### src/rtl/mem_bus_pkg.sv
// mem_bus_pkg: shared types and defaults for the CPU-to-Arduino memory bus sequencer.
// Optional feature macro used by this slice: MEM_BUS_TIMEOUT_EN.
package mem_bus_pkg;

  typedef logic [15:0] word_t;
  typedef logic [7:0]  byte_t;

  localparam int SYNC_STAGES_DEF    = 2;
  localparam int TIMEOUT_CYCLES_DEF = 4096;

  typedef enum logic [2:0] {
    ST_IDLE     = 3'd0,
    ST_ADDR_HI  = 3'd1,
    ST_ADDR_LO  = 3'd2,
    ST_WDATA_HI = 3'd3,
    ST_WDATA_LO = 3'd4,
    ST_RDATA_HI = 3'd5,
    ST_RDATA_LO = 3'd6,
    ST_DONE     = 3'd7
  } mem_bus_state_t;

  // A byte state is one in which a byte is moving on the external bus.
  function automatic logic is_byte_state(input logic [2:0] s);
    return (s != ST_IDLE) && (s != ST_DONE);
  endfunction

endpackage

### src/rtl/mem_bus_ctrl_if.sv
// mem_bus_ctrl_if: core-side request/response port of mem_bus_ctrl.
//
// Handshake: a request transfers on a cycle where req_valid && req_ready
// (req_ready is high only while the controller is idle). The response has no
// back-pressure: resp_valid is a single-cycle pulse carrying resp_rdata and
// resp_err; resp_rdata keeps the last read value between read completions.
interface mem_bus_ctrl_if;
  import mem_bus_pkg::*;

  logic  req_valid;
  logic  req_ready;
  logic  req_we;
  logic  req_fetch;
  word_t req_addr;
  word_t req_wdata;
  logic  resp_valid;
  word_t resp_rdata;
  logic  resp_err;

  // Control-unit side.
  modport master (
    output req_valid, req_we, req_fetch, req_addr, req_wdata,
    input  req_ready, resp_valid, resp_rdata, resp_err
  );

  // Controller side.
  modport slave (
    input  req_valid, req_we, req_fetch, req_addr, req_wdata,
    output req_ready, resp_valid, resp_rdata, resp_err
  );
endinterface

### src/rtl/ard_sync.sv
// ard_sync: SYNC_STAGES-deep synchronizer for the Arduino strobe plus a
// WIDTH-bit data vector, with a rising-edge detector on the synced strobe.
module ard_sync #(
  parameter int WIDTH       = 10,
  parameter int SYNC_STAGES = 2
) (
  input  logic             clk,
  input  logic             rst,
  input  logic             ard_clk,
  input  logic [WIDTH-1:0] data_i,
  output logic [WIDTH-1:0] data_o,
  output logic             tick
);

  // Strobe travels in the top bit so it stays aligned with its data.
  logic [WIDTH:0] sync_q [SYNC_STAGES];
  logic [WIDTH:0] sync_d [SYNC_STAGES];
  logic           clk_prev_q;
  logic           clk_prev_d;
  logic           clk_s;

  // Shift chain: pins enter stage 0, each later stage copies its predecessor.
  always_comb begin
    sync_d[0] = {ard_clk, data_i};
    for (int i = 1; i < SYNC_STAGES; i++) begin
      sync_d[i] = sync_q[i-1];
    end
  end

  assign clk_s      = sync_q[SYNC_STAGES-1][WIDTH];
  assign clk_prev_d = clk_s;
  assign data_o     = sync_q[SYNC_STAGES-1][WIDTH-1:0];
  // Pulse for the single cycle where the synced strobe is high but was low.
  assign tick       = clk_s & ~clk_prev_q;

  // Synchronizer and edge-history registers, all cleared on reset.
  always_ff @(posedge clk) begin
    if (rst) begin
      for (int i = 0; i < SYNC_STAGES; i++) begin
        sync_q[i] <= '0;
      end
      clk_prev_q <= 1'b0;
    end else begin
      for (int i = 0; i < SYNC_STAGES; i++) begin
        sync_q[i] <= sync_d[i];
      end
      clk_prev_q <= clk_prev_d;
    end
  end

endmodule

### src/rtl/mem_bus_ctrl.sv
// mem_bus_ctrl: serializes each 16-bit CPU access into address bytes then data
// bytes on the 8-bit Arduino bus, one byte per ard_clk strobe.
// Optional per-byte abort timer: define MEM_BUS_TIMEOUT_EN.
module mem_bus_ctrl
  import mem_bus_pkg::*;
#(
  parameter int SYNC_STAGES    = SYNC_STAGES_DEF
`ifdef MEM_BUS_TIMEOUT_EN
  ,
  parameter int TIMEOUT_CYCLES = TIMEOUT_CYCLES_DEF
`endif
) (
  input  logic           clk,
  input  logic           rst,
  mem_bus_ctrl_if.slave  bus,
  input  logic           ard_clk,
  input  logic           ard_data_ready,
  input  logic           ard_receive_ready,
  input  byte_t          in_bus,
  output byte_t          out_bus,
  output logic           bus_pc,
  output logic           bus_mar,
  output logic           bus_mdr,
  output mem_bus_state_t dbg_state
);

  localparam logic [2:0] S_IDLE     = ST_IDLE;
  localparam logic [2:0] S_ADDR_HI  = ST_ADDR_HI;
  localparam logic [2:0] S_ADDR_LO  = ST_ADDR_LO;
  localparam logic [2:0] S_WDATA_HI = ST_WDATA_HI;
  localparam logic [2:0] S_WDATA_LO = ST_WDATA_LO;
  localparam logic [2:0] S_RDATA_HI = ST_RDATA_HI;
  localparam logic [2:0] S_RDATA_LO = ST_RDATA_LO;
  localparam logic [2:0] S_DONE     = ST_DONE;

  logic  tick;
  logic  data_ready_s;
  logic  receive_ready_s;
  byte_t in_bus_s;

  ard_sync #(
    .WIDTH       (10),
    .SYNC_STAGES (SYNC_STAGES)
  ) u_sync (
    .clk     (clk),
    .rst     (rst),
    .ard_clk (ard_clk),
    .data_i  ({ard_data_ready, ard_receive_ready, in_bus}),
    .data_o  ({data_ready_s, receive_ready_s, in_bus_s}),
    .tick    (tick)
  );

  logic [2:0] state_q, state_d;
  word_t      addr_q, addr_d;
  word_t      wdata_q, wdata_d;
  logic       we_q, we_d;
  logic       fetch_q, fetch_d;
  byte_t      rhi_q, rhi_d;
  word_t      rdata_q, rdata_d;

  logic       byte_ok;
  logic       data_ok;
  assign byte_ok = tick & receive_ready_s;
  assign data_ok = tick & data_ready_s;

`ifdef MEM_BUS_TIMEOUT_EN
  localparam int               CNT_W    = $clog2(TIMEOUT_CYCLES + 1);
  localparam logic [CNT_W-1:0] CNT_LAST = CNT_W'(TIMEOUT_CYCLES - 1);
  logic [CNT_W-1:0] cnt_q, cnt_d;
  logic             err_q, err_d;
`endif

  // Next-state and datapath: one byte advances per qualified strobe.
  always_comb begin
    state_d = state_q;
    addr_d  = addr_q;
    wdata_d = wdata_q;
    we_d    = we_q;
    fetch_d = fetch_q;
    rhi_d   = rhi_q;
    rdata_d = rdata_q;
`ifdef MEM_BUS_TIMEOUT_EN
    err_d   = err_q;
`endif
    case (state_q)
      S_IDLE: begin
        if (bus.req_valid) begin
          addr_d  = bus.req_addr;
          wdata_d = bus.req_wdata;
          we_d    = bus.req_we;
          // A write is never a fetch, so the PC tag only appears on reads.
          fetch_d = bus.req_fetch & ~bus.req_we;
          state_d = S_ADDR_HI;
`ifdef MEM_BUS_TIMEOUT_EN
          err_d   = 1'b0;
`endif
        end
      end
      S_ADDR_HI:  if (byte_ok) state_d = S_ADDR_LO;
      S_ADDR_LO:  if (byte_ok) state_d = we_q ? S_WDATA_HI : S_RDATA_HI;
      S_WDATA_HI: if (byte_ok) state_d = S_WDATA_LO;
      S_WDATA_LO: if (byte_ok) state_d = S_DONE;
      S_RDATA_HI: begin
        if (data_ok) begin
          rhi_d   = in_bus_s;
          state_d = S_RDATA_LO;
        end
      end
      S_RDATA_LO: begin
        if (data_ok) begin
          rdata_d = {rhi_q, in_bus_s};
          state_d = S_DONE;
        end
      end
      S_DONE:     state_d = S_IDLE;
      default:    state_d = S_IDLE;
    endcase
`ifdef MEM_BUS_TIMEOUT_EN
    // A byte that never completes aborts the access; read data is left alone.
    if (is_byte_state(state_q) && (state_d == state_q) && (cnt_q == CNT_LAST)) begin
      state_d = S_DONE;
      err_d   = 1'b1;
    end
    cnt_d = ((state_d != state_q) || !is_byte_state(state_q)) ? '0 : cnt_q + 1'b1;
`endif
  end

  // Output decode: bus byte and exactly one tag in byte states, all zero otherwise.
  always_comb begin
    out_bus = '0;
    bus_pc  = 1'b0;
    bus_mar = 1'b0;
    bus_mdr = 1'b0;
    case (state_q)
      S_ADDR_HI: begin
        out_bus = addr_q[15:8];
        bus_pc  = fetch_q;
        bus_mar = ~fetch_q;
      end
      S_ADDR_LO: begin
        out_bus = addr_q[7:0];
        bus_pc  = fetch_q;
        bus_mar = ~fetch_q;
      end
      S_WDATA_HI: begin
        out_bus = wdata_q[15:8];
        bus_mdr = 1'b1;
      end
      S_WDATA_LO: begin
        out_bus = wdata_q[7:0];
        bus_mdr = 1'b1;
      end
      S_RDATA_HI, S_RDATA_LO: bus_mdr = 1'b1;
      default: ;
    endcase
  end

  assign bus.req_ready  = (state_q == S_IDLE);
  assign bus.resp_valid = (state_q == S_DONE);
  assign bus.resp_rdata = rdata_q;
`ifdef MEM_BUS_TIMEOUT_EN
  assign bus.resp_err   = (state_q == S_DONE) & err_q;
`else
  assign bus.resp_err   = 1'b0;
`endif
  assign dbg_state      = mem_bus_state_t'(state_q);

  // State and captured request registers; reset abandons any transfer.
  always_ff @(posedge clk) begin
    if (rst) begin
      state_q <= S_IDLE;
      addr_q  <= '0;
      wdata_q <= '0;
      we_q    <= 1'b0;
      fetch_q <= 1'b0;
      rhi_q   <= '0;
      rdata_q <= '0;
`ifdef MEM_BUS_TIMEOUT_EN
      cnt_q   <= '0;
      err_q   <= 1'b0;
`endif
    end else begin
      state_q <= state_d;
      addr_q  <= addr_d;
      wdata_q <= wdata_d;
      we_q    <= we_d;
      fetch_q <= fetch_d;
      rhi_q   <= rhi_d;
      rdata_q <= rdata_d;
`ifdef MEM_BUS_TIMEOUT_EN
      cnt_q   <= cnt_d;
      err_q   <= err_d;
`endif
    end
  end

endmodule
### src/flat_wrapper.sv
// flat-port wrapper written by rule: the top's interface ports become plain ports
module mem_bus_ctrl_flat import mem_bus_pkg::*;
#(
  parameter int SYNC_STAGES    = SYNC_STAGES_DEF

)
  (clk, rst, ard_clk, ard_data_ready, ard_receive_ready, in_bus, out_bus, bus_pc, bus_mar, bus_mdr, dbg_state, bus_req_valid, bus_req_we, bus_req_fetch, bus_req_addr, bus_req_wdata, bus_req_ready, bus_resp_valid, bus_resp_rdata, bus_resp_err);
  mem_bus_ctrl_if bus_i ();
  input  logic clk;
  input  logic rst;
  input  logic ard_clk;
  input  logic ard_data_ready;
  input  logic ard_receive_ready;
  input  byte_t in_bus;
  output byte_t out_bus;
  output logic bus_pc;
  output logic bus_mar;
  output logic bus_mdr;
  output mem_bus_state_t dbg_state;
  input wire logic [$bits(bus_i.req_valid)-1:0] bus_req_valid;
  input wire logic [$bits(bus_i.req_we)-1:0] bus_req_we;
  input wire logic [$bits(bus_i.req_fetch)-1:0] bus_req_fetch;
  input wire logic [$bits(bus_i.req_addr)-1:0] bus_req_addr;
  input wire logic [$bits(bus_i.req_wdata)-1:0] bus_req_wdata;
  output wire logic [$bits(bus_i.req_ready)-1:0] bus_req_ready;
  output wire logic [$bits(bus_i.resp_valid)-1:0] bus_resp_valid;
  output wire logic [$bits(bus_i.resp_rdata)-1:0] bus_resp_rdata;
  output wire logic [$bits(bus_i.resp_err)-1:0] bus_resp_err;
  assign bus_i.req_valid = bus_req_valid;
  assign bus_i.req_we = bus_req_we;
  assign bus_i.req_fetch = bus_req_fetch;
  assign bus_i.req_addr = bus_req_addr;
  assign bus_i.req_wdata = bus_req_wdata;
  assign bus_req_ready = bus_i.req_ready;
  assign bus_resp_valid = bus_i.resp_valid;
  assign bus_resp_rdata = bus_i.resp_rdata;
  assign bus_resp_err = bus_i.resp_err;
  mem_bus_ctrl #(.SYNC_STAGES(SYNC_STAGES)) u_core (.clk(clk), .rst(rst), .bus(bus_i), .ard_clk(ard_clk), .ard_data_ready(ard_data_ready), .ard_receive_ready(ard_receive_ready), .in_bus(in_bus), .out_bus(out_bus), .bus_pc(bus_pc), .bus_mar(bus_mar), .bus_mdr(bus_mdr), .dbg_state(dbg_state));
endmodule
### config.mk
export PLATFORM = sky130hd
export DESIGN_NAME = mem_bus_ctrl_flat
export DESIGN_NICKNAME = d
export VERILOG_FILES = /design/src/rtl/mem_bus_pkg.sv /design/src/rtl/mem_bus_ctrl_if.sv /design/src/rtl/ard_sync.sv /design/src/rtl/mem_bus_ctrl.sv /design/src/flat_wrapper.sv
export SDC_FILE = /design/constraint.sdc
export NUM_CORES = 1
export LEC_CHECK = 0
export ABC_AREA = 1
export ABC_CLOCK_PERIOD_IN_PS = 3300
export CORE_UTILIZATION = 55
export DETAILED_ROUTE_END_ITERATION = 8
export DONT_BUFFER_PORTS = 1
export PLACE_DENSITY = 0.7
export REMOVE_ABC_BUFFERS = 1
export SLEW_MARGIN = 20
export SYNTH_ARGS = -nofsm -noshare
export SYNTH_HDL_FRONTEND = slang
export SYNTH_SLANG_ARGS = --single-unit
### constraint.sdc
create_clock -name clk -period 3.3 [get_ports clk]
set_input_delay 0.825 -clock clk [delete_from_list [all_inputs] [get_ports clk]]
set_output_delay 0.825 -clock clk [all_outputs]
set_load 0.02 [all_outputs]
---- Yosys cells after proc, flatten, opt, wreduce, memory -nomap -nowiden ----
Memory sizes are Yosys's and may differ from the RTL's.
Index checks and enable logic that the tools add are counted.
word-level totals
  flip-flop bits (word level) ............. 62
  RAM bits ................................ 22
  bits of input ports ..................... 48
  output and inout port bits .............. 33
  memories ................................ 1
memory list
  name                  words  width  rd ports  clocked after Yosys merged registers in  write ports  RTL line        source
  u_core.u_sync.sync_q  2      11     2         0                                        2            ard_sync.sv:16  logic [WIDTH:0] sync_q [SYNC_STAGES];
operators by class
  equal/unequal tests ..................... 14
  muxes and demuxes ....................... 18
  bitwise operators ....................... 9
  reductions and logical operators ........ 7
operator list
  kind                  count
  $pmux W8 S4           1
  $mux W3               8
  $pmux W3 S8           1
  $mux W11              2
  $eq A3 B3 Y1 const B  4
  $ne A2 B1 Y1 const B  6
  $reduce_and A7 Y1     1
  $eq A3 B2 Y1 const B  2
  $mux W1               6
  $reduce_and A2 Y1     3
  $and A1 B1 Y1         4
  $reduce_or A4 Y1      1
  $eq A3 B1 Y1 const B  1
  $logic_not A3 Y1      1
  $not A1 Y1            3
  $ne A2 B2 Y1 const B  1
  $or A1 B1 Y1          2
  $reduce_or A2 Y1      1

---- Logic depth before layout (Yosys ltp) ----
Gate-level depths: netlist (run 1).
  depth in word-level cells ............... 5
  depth in mapped cells ................... 10
  mapped depth without buffers ............ 8

---- By module ----
A second synthesis (run 1) with hierarchy kept.
unflattened totals
  cell total of the unflattened synthesis .. 404
  area, all modules ....................... 3179.3 um^2
by module, submodules not included
  module        times used  cells each  area an instance (um^2)  seq. area each (um^2)
  mem_bus_ctrl  1           332         2519.9                   1221.2
  ard_sync      1           72          659.4                    460.4

---- Worst setup path after synthesis (run 1) ----
OpenSTA, ideal clock, no wires.
  path type ............................... flip-flop to output port
  start point ............................. register u_core.state_q[0], in the netlist u_core.dbg_state[0]
  end point ............................... output bus_mar
  arrival time ............................ 1.287 ns
  required time ........................... 2.475 ns
  slack ................................... 1.188 ns
  stages on the path, launching flop included .. 6
  path buffers ............................ 1
  cell sequence ........................... dfxtp_1 -> buf_6 -> nand3_2 -> nand2_1 -> inv_1 -> nor2_1
between the ends
  longest elaborated chain between the ends .. 3
  elaborated cells between the ends (all ways) .. 4
  classes of those cells .................. eq/ne: 2; mux: 1; reduce/logical: 1
RTL lines
  element                                              RTL line             source
  start, declared                                      mem_bus_ctrl.sv:53   logic [2:0] state_q, state_d;
  start signal, assigned                               mem_bus_ctrl.sv:183  state_q <= state_d;
  $eq A3 B1 Y1 / $eq A3 B2 Y1 (equally long branches)  mem_bus_ctrl.sv:134  case (state_q)
  $reduce_or A2 Y1 (no line) (*)                       -
  $mux W1 (*)                                          -
  end, declared                                        flat_wrapper.sv:17   output logic bus_mar;
Every way passes the cells marked *; elsewhere a longest branch is shown, timed or not.

---- Worst setup path after layout (run 1) ----
  start point ............................. register u_core.state_q[0], in the netlist u_core.dbg_state[0]
  end point ............................... output out_bus[5]
between the ends
  longest elaborated chain between the ends .. 2
  elaborated cells between the ends (all ways) .. 5
  classes of those cells .................. eq/ne: 4; mux: 1
RTL lines
  element                               RTL line             source
  $eq A3 B3 Y1 (tied with other cells)  mem_bus_ctrl.sv:134
  $pmux W8 S4 (*)                       mem_bus_ctrl.sv:134
  end, declared                         flat_wrapper.sv:15   output byte_t out_bus;
Marks and branches as above.

==> reports/summary.md, run 1 <==
• 0 — antenna-violating nets left
• 0 — n_diodes
• 0 — async set-or-reset flop fraction in the synthesized netlist
• 7.92 sq um — synthesized area divided by synthesized cell count
• 0.868 — ratio of final minimum period to clock period
• 0 — Final Hold Violating Endpoints
• flop to primary output — Worst Path Class, Setup
• 0 — number of setup violations in the final report
• done — TritonCTS clock tree
• 5.06 — Vias/cell
• 12 — Max Fanout on Critical Path
• sky130_fd_sc_hd__nor2_1, sky130_fd_sc_hd__dfxtp_1, sky130_fd_sc_hd__inv_1 — most used cells in the layout excluding fill and tap cells
• 0.387 mV — peak supply drop
• 0.341 — Switching Share
• 7 — drt first pass iters
• 0.79 ns — worst stage delay on the critical path
• 0.253 — part of the total power dissipated in combinational logic
• 511 — count of filler cells inserted in the layout
• sky130_fd_sc_hd__dfxtp_1, sky130_fd_sc_hd__nor2_1, sky130_fd_sc_hd__inv_1 — Synth area leaders
• complete, no violations — result of the run
• 0.00747 ns — Post-Route Skew
• 0 — Synth Warn #
• 455 — post-layout net count
• 0.509 — fraction of post-synthesis cell area in the top cell type by area
• 4070 um — HPWL Detailed
• 989 uW — switching power
• 0.00631 sq mm — overall die area
• 2282 — vias in the first global route
• 0 — maximum capacitance violations
• 84 — register bit count reported by yosys
• 0 — number of enable flip-flop cells after synthesis
• 1910 uW — Power Internal
• 0.00564 sq mm — area of the core region
• 3 — maximum level of the CTS H-tree
• 5.91% — Layout Area Growth over Synthesis
• 0.00151 uW — leakage power summed over all cells
• 0.509 — sequential fraction of the synthesis area
• false — unrepaired setup endpoints after global routing
• 0.585 — Initial Util
• 9 — Num CTS Buffers
• 27 — standard-cell row count
• 2 — maximum number of buffers from clock root to sink
• 0.00350 sq mm — Layout Cell Area excl Fill
• 0 — quantity of I/O buffers inserted on ports
• 0 — Hold-fix buffers, CTS
• 79.5 um — die height
• 2448 — total number of vias
• 829 mW/mm^2 — ratio of total power to cell area
• 2.86 ns — time the final worst path needs with I/O delays and setup
• sky130_fd_sc_hd__dfxtp_1 — most common flop cell mapped by yosys
• 0.749 ns — Worst Max-Slew Pin Slew
• 0.0922 — layout cell share with drive strength beyond 1
• 0 — GRT Residual Overflow
• flop — sort of element at the start of the critical path
• 2.47 ns — WP data required
• 0 — DRC errors left
• sky130_fd_sc_hd__nor2_1 — most common cell after layout, fill and taps aside
• 79.5 um — die outline width
• 0.818 — gpl congestion
• 0.500 — Max transition margin
• 349 MHz — maximum clock rate
• 68 — largest net degree at the start of global routing
• sky130_fd_sc_hd__clkbuf_8 — cell at the root of the clock tree
• 10100 um — wire length of the first global-routing pass
• 0.35 ns — Skew-Pair Late Insertion Delay
• 29 — Yosys cell types
• 0.306 — Clock Power Share
• sky130_fd_sc_hd__dfxtp_1 — cell type with the highest aggregate area in the netlist
• 0.08 ns — Clk pin slew, worst setup/hold paths
• nand3_2 -> o22ai_1 -> inv_1 -> o221ai_1 — chain of cells forming the critical path
• 0.210 — global routing usage summed across all routing layers
• 0 — post-CTS sizing
• 0 — post-CTS setup-driven buffer insertion count
• 417 — number of instances in the synthesized netlist
• 6220 um — routed wire length
• 0 — Final Slew Violations
• 81 — I/O pins
• 0.00330 sq mm — mapped cell area
• primary output — Worst setup EP type
• flop to flop — worst hold-check path type
• 12.8 um — per-cell routed wire length
• 150 — initial drt markers
• 0 ns — aggregate negative setup slack
• 0 — antenna violations before repair
• 2.04 ns — signal arrival time at the worst endpoint
• 0.00325 sq mm — total cell area at the placement stage
• 0.441 — share of total power in sequential cells
• 84 — TritonCTS sink count
• sky130_fd_sc_hd__dfxtp_1 — standard cell with the maximum stage delay on the critical path
==> state kept, by name, indices dropped and copies added, names as in the netlist <==
register                  cells
u_core.u_sync.sync_q         22
u_core.addr_q                16
u_core.bus.resp_rdata        16
u_core.wdata_q               16
u_core.rhi_q                  8
u_core.dbg_state              3
u_core.fetch_q                1
u_core.u_sync.clk_prev_q      1
u_core.we_q                   1
==> worst max-delay path, delay by kind of cell (launching register included) <==
kind | cells | cell delay (ns)
flip-flops | 1 | 0.79
buffers and inverters | 1 | 0.05
AO/OA/AOI/OAI | 2 | 0.46
AND/OR/NAND/NOR | 1 | 0.38
==> power groups by stage <==
stage          clock network (uW)  logic (uW)  registers, uW
3_5_place_dp                    0         736           1300
3_3_place_gp                    0         721           1300
6_report                      886         732           1280
5_1_grt                       936         822           1300
4_1_cts                       901         739           1280
2_1_floorplan                   0         606           1280
==> synth_stat cells, types with 4 or more instances <==
master	n
sky130_fd_sc_hd__a21oi_1	36
sky130_fd_sc_hd__buf_4	4
sky130_fd_sc_hd__buf_6	7
sky130_fd_sc_hd__clkbuf_1	7
sky130_fd_sc_hd__dfxtp_1	84
sky130_fd_sc_hd__inv_1	69
sky130_fd_sc_hd__nand2_1	12
sky130_fd_sc_hd__nand3_1	10
sky130_fd_sc_hd__nand3_2	5
sky130_fd_sc_hd__nor2_1	86
sky130_fd_sc_hd__nor2_4	4
sky130_fd_sc_hd__o21ai_0	46
sky130_fd_sc_hd__o21ai_1	10
sky130_fd_sc_hd__o221ai_1	8
sky130_fd_sc_hd__o22ai_1	8
==> worst paths after layout <==
path	cells past startpoint	startpoint	end	slack, ns
setup reg to reg	6	u_core.dbg_state[0]	u_core.wdata_q[6]	1.34
hold reg to reg	2	u_core.u_sync.sync_q[0][7]	u_core.u_sync.sync_q[0][18]	0.40
setup / recovery	4	u_core.dbg_state[0]	out_bus[5]	0.44
hold / removal	2	u_core.u_sync.sync_q[0][7]	u_core.u_sync.sync_q[0][18]	0.40
==> routing by layer <==
layer  share of wire  vias up  global-route usage
met2            0.46       69               0.354
li1                -     1296                   -
met3           0.073       11              0.0514
met1            0.45     1072               0.242
met4           0.019        0               0.115
met5               0        -                   0
==> stage by stage <==
stage	instances	power [uW]	worst slack, ns	hold slack (ns)	util
floorplan	394	1890	1.06	0.388	-
global placement	468	2020	0.855	0.390	0.576
detailed placement	468	2040	0.827	0.393	0.576
CTS	484	2920	0.432	0.397	0.620
global route	484	3060	0.305	0.413	0.620
finish	484	2900	0.437	0.396	0.620
==> layout make-up <==
cell class                 instances  area (sq um)  share of cell area
inverter                          75           289              0.0827
timing repair buffer               2          15.0             0.00429
tap                               72          90.1              0.0258
clock buffer                      11           141              0.0404
sequential                        84          1680               0.481
clock inverter                     5           106              0.0304
multi-input combinational        235          1170               0.335
==> cells by family (layout without fill, tap and decap cells) <==
family,after synthesis,in the layout,share of synthesized area
flops,84,84,0.509
buf+inv,98,93,0.135
simple gates,124,124,0.172
compound gates,110,110,0.182
other cells,1,1,0.00114
Note: power is estimated with default switching activity, not from simulation.
==> run 2, diff against run 1 <==
--- a/config.mk
+++ b/config.mk
@@ -10,6 +10,7 @@
 export CORE_UTILIZATION = 55
 export DETAILED_ROUTE_END_ITERATION = 8
 export DONT_BUFFER_PORTS = 1
+export GPL_ROUTABILITY_DRIVEN = 0
 export PLACE_DENSITY = 0.7
 export REMOVE_ABC_BUFFERS = 1
 export SLEW_MARGIN = 20
==> results of run 2 <==
The final DEF is identical to that of run 1; final timing and power are the same.
==> run 3, diff against run 2 <==
--- a/config.mk
+++ b/config.mk
@@ -6,12 +6,13 @@
 export NUM_CORES = 1
 export LEC_CHECK = 0
 export ABC_AREA = 1
-export ABC_CLOCK_PERIOD_IN_PS = 3300
+export ABC_CLOCK_PERIOD_IN_PS = 3070
+export CAP_MARGIN = 25
 export CORE_UTILIZATION = 55
 export DETAILED_ROUTE_END_ITERATION = 8
 export DONT_BUFFER_PORTS = 1
 export GPL_ROUTABILITY_DRIVEN = 0
-export PLACE_DENSITY = 0.7
+export PLACE_DENSITY_LB_ADDON = 0.25
 export REMOVE_ABC_BUFFERS = 1
 export SLEW_MARGIN = 20
 export SYNTH_ARGS = -nofsm -noshare
==> constraint.sdc (replaced) <==
create_clock -name clk -period 3.07 [get_ports clk]
set_input_delay 0.7675 -clock clk [delete_from_list [all_inputs] [get_ports clk]]
set_output_delay 0.7675 -clock clk [all_outputs]
set_load 0.02 [all_outputs]
==> reports/summary.md, run 3 (synthesis results as in run 1) <==
• 0 — GRT Residual Overflow
• u_core.wdata_q[11] — reg2reg end
• 199 — initial drt markers
• 359 MHz — maximum clock rate
• 0 — post-CTS sizing
• flop to flop — worst hold-check path type
• 81 — I/O pins
• 2 — maximum number of buffers from clock root to sink
• done — TritonCTS clock tree
• 9 — Num CTS Buffers
• 0 — antenna-violating nets left
• 1.13 ns — worst setup slack for register-to-register paths
• 6120 um — routed wire length
• 68 — largest net degree at the start of global routing
• 0 — DRC errors left
• u_core.dbg_state[0] — Critical path origin
• 2.30 ns — WP data required
• 12 — Max Fanout on Critical Path
• 0 ns — aggregate negative setup slack
• 79.5 um — die height
• 3 — maximum level of the CTS H-tree
• sky130_fd_sc_hd__nor2_1, sky130_fd_sc_hd__dfxtp_1, sky130_fd_sc_hd__inv_1 — most used cells in the layout excluding fill and tap cells
• sky130_fd_sc_hd__clkbuf_8 — cell at the root of the clock tree
• flop to primary output — Worst Path Class, Setup
• 0.08 ns — Clk pin slew, worst setup/hold paths
• 0 — maximum capacitance violations
• 0.709 ns — Worst Max-Slew Pin Slew
• 0 — quantity of I/O buffers inserted on ports
• 27 — standard-cell row count
• 0.00149 uW — leakage power summed over all cells
• 5.19 — Vias/cell
• 0.00326 sq mm — total cell area at the placement stage
• 2289 — vias in the first global route
• 4.40% — Layout Area Growth over Synthesis
• 0.00564 sq mm — area of the core region
• flop — sort of element at the start of the critical path
• 0.419 mV — peak supply drop
• 12.6 um — per-cell routed wire length
• 0.636 ns — post-placement setup slack
• 0.0111 ns — Post-Route Skew
• 0.35 ns — Skew-Pair Late Insertion Delay
• 79.5 um — die outline width
• 6 — number of cells on the worst reg-to-reg path
• u_core.dbg_state[0] — reg2reg start
• 0.907 — ratio of final minimum period to clock period
• 455 — post-layout net count
• 2.78 ns — time the final worst path needs with I/O delays and setup
• 484 — count of non-filler cells in the finished layout
• bus_mar — worst setup path endpoint
• 84 — TritonCTS sink count
• 10100 um — wire length of the first global-routing pass
• 468 — placed instance count
• 4 — drt first pass iters
• 0 — Final Hold Violating Endpoints
• 839 mW/mm^2 — ratio of total power to cell area
• complete, no violations — result of the run
• 4080 um — HPWL Detailed
• 0 — antenna violations before repair
• 2.02 ns — signal arrival time at the worst endpoint
• 0.00345 sq mm — Layout Cell Area excl Fill
• false — unrepaired setup endpoints after global routing
• 0 — Hold-fix buffers, CTS
• 22 — number of flip-flops under the largest register name
• 0.526 — Max transition margin
• 0 — n_diodes
• 0.00631 sq mm — overall die area
• primary output — Worst setup EP type
• 0 — number of setup violations in the final report
• 0.207 — global routing usage summed across all routing layers
• u_core.u_sync.sync_q — top register by number of flip-flops
• 0.0947 — layout cell share with drive strength beyond 1
• 0 — post-CTS setup-driven buffer insertion count
• sky130_fd_sc_hd__nor2_1 — most common cell after layout, fill and taps aside
• 0.285 ns — PnR worst setup slack
• 0.585 — Initial Util
• 0 — Final Slew Violations
• 2510 — total number of vias
-- run 3: cell types whose count changed in the layout (fill, tap and decap cells not counted), sizes merged --
cell / delta
bufinv: -3
clkinv: +2
clkinvlp: +1
-- run 3: how the worst min path moves through the flow --
stage                                        endpoint  cells after the start                       start
final                     u_core.u_sync.sync_q[0][12]                      2  u_core.u_sync.sync_q[0][1]
after global routing      u_core.u_sync.sync_q[0][12]                      2  u_core.u_sync.sync_q[0][1]
after CTS                 u_core.u_sync.sync_q[0][13]                      2  u_core.u_sync.sync_q[0][2]
after detailed placement  u_core.u_sync.sync_q[0][13]                      2  u_core.u_sync.sync_q[0][2]
after global placement    u_core.u_sync.sync_q[0][14]                      2  u_core.u_sync.sync_q[0][3]
after floorplan           u_core.u_sync.sync_q[0][11]                      2  u_core.u_sync.sync_q[0][0]
-- run 3: final cells by class --
type                            instances  area [sq um]
Inverter                               75           289
Fill cell                             530          2200
Multi-Input combinational cell        235          1170
Tap cell                               72          90.1
Clock inverter                          5          33.8
Timing Repair Buffer                    2          27.5
Clock buffer                           11           151
Sequential cell                        84          1680
-- run 3: power breakdown --
| group | total [uW] | internal [uW] | leakage [uW] | switching (uW) |
|---|---|---|---|---|
| Clock | 716 | 338 | 0.0000917 | 378 |
| Combinational | 805 | 233 | 0.000706 | 572 |
| Sequential | 1370 | 1260 | 0.000689 | 111 |
-- run 3: layer usage --
layer	GRT usage	part of all wire	wire length, um	vias up
met4	0.118	0.025	152	0
met2	0.353	0.48	2930	88
li1	-	-	-	1295
met1	0.236	0.43	2630	1114
met3	0.0503	0.067	411	13
met5	0	0	0	-
-- run 3: critical path, cell delays in order (launching register included) --
cell	delay [ns]
sky130_fd_sc_hd__dfxtp_1	0.78
sky130_fd_sc_hd__nand3_2	0.33
sky130_fd_sc_hd__nand2_1	0.20
sky130_fd_sc_hd__inv_1	0.07
sky130_fd_sc_hd__nor2_1	0.30
-- run 3: stage by stage --
| step | hold WS [ns] | total power [uW] | utilization |
|---|---|---|---|
| 2_1_floorplan | 0.388 | 2030 | - |
| 3_3_place_gp | 0.390 | 2180 | 0.578 |
| 3_5_place_dp | 0.392 | 2200 | 0.578 |
| 4_1_cts | 0.403 | 2920 | 0.611 |
| 5_1_grt | 0.410 | 3080 | 0.611 |
| 6_report | 0.401 | 2890 | 0.611 |
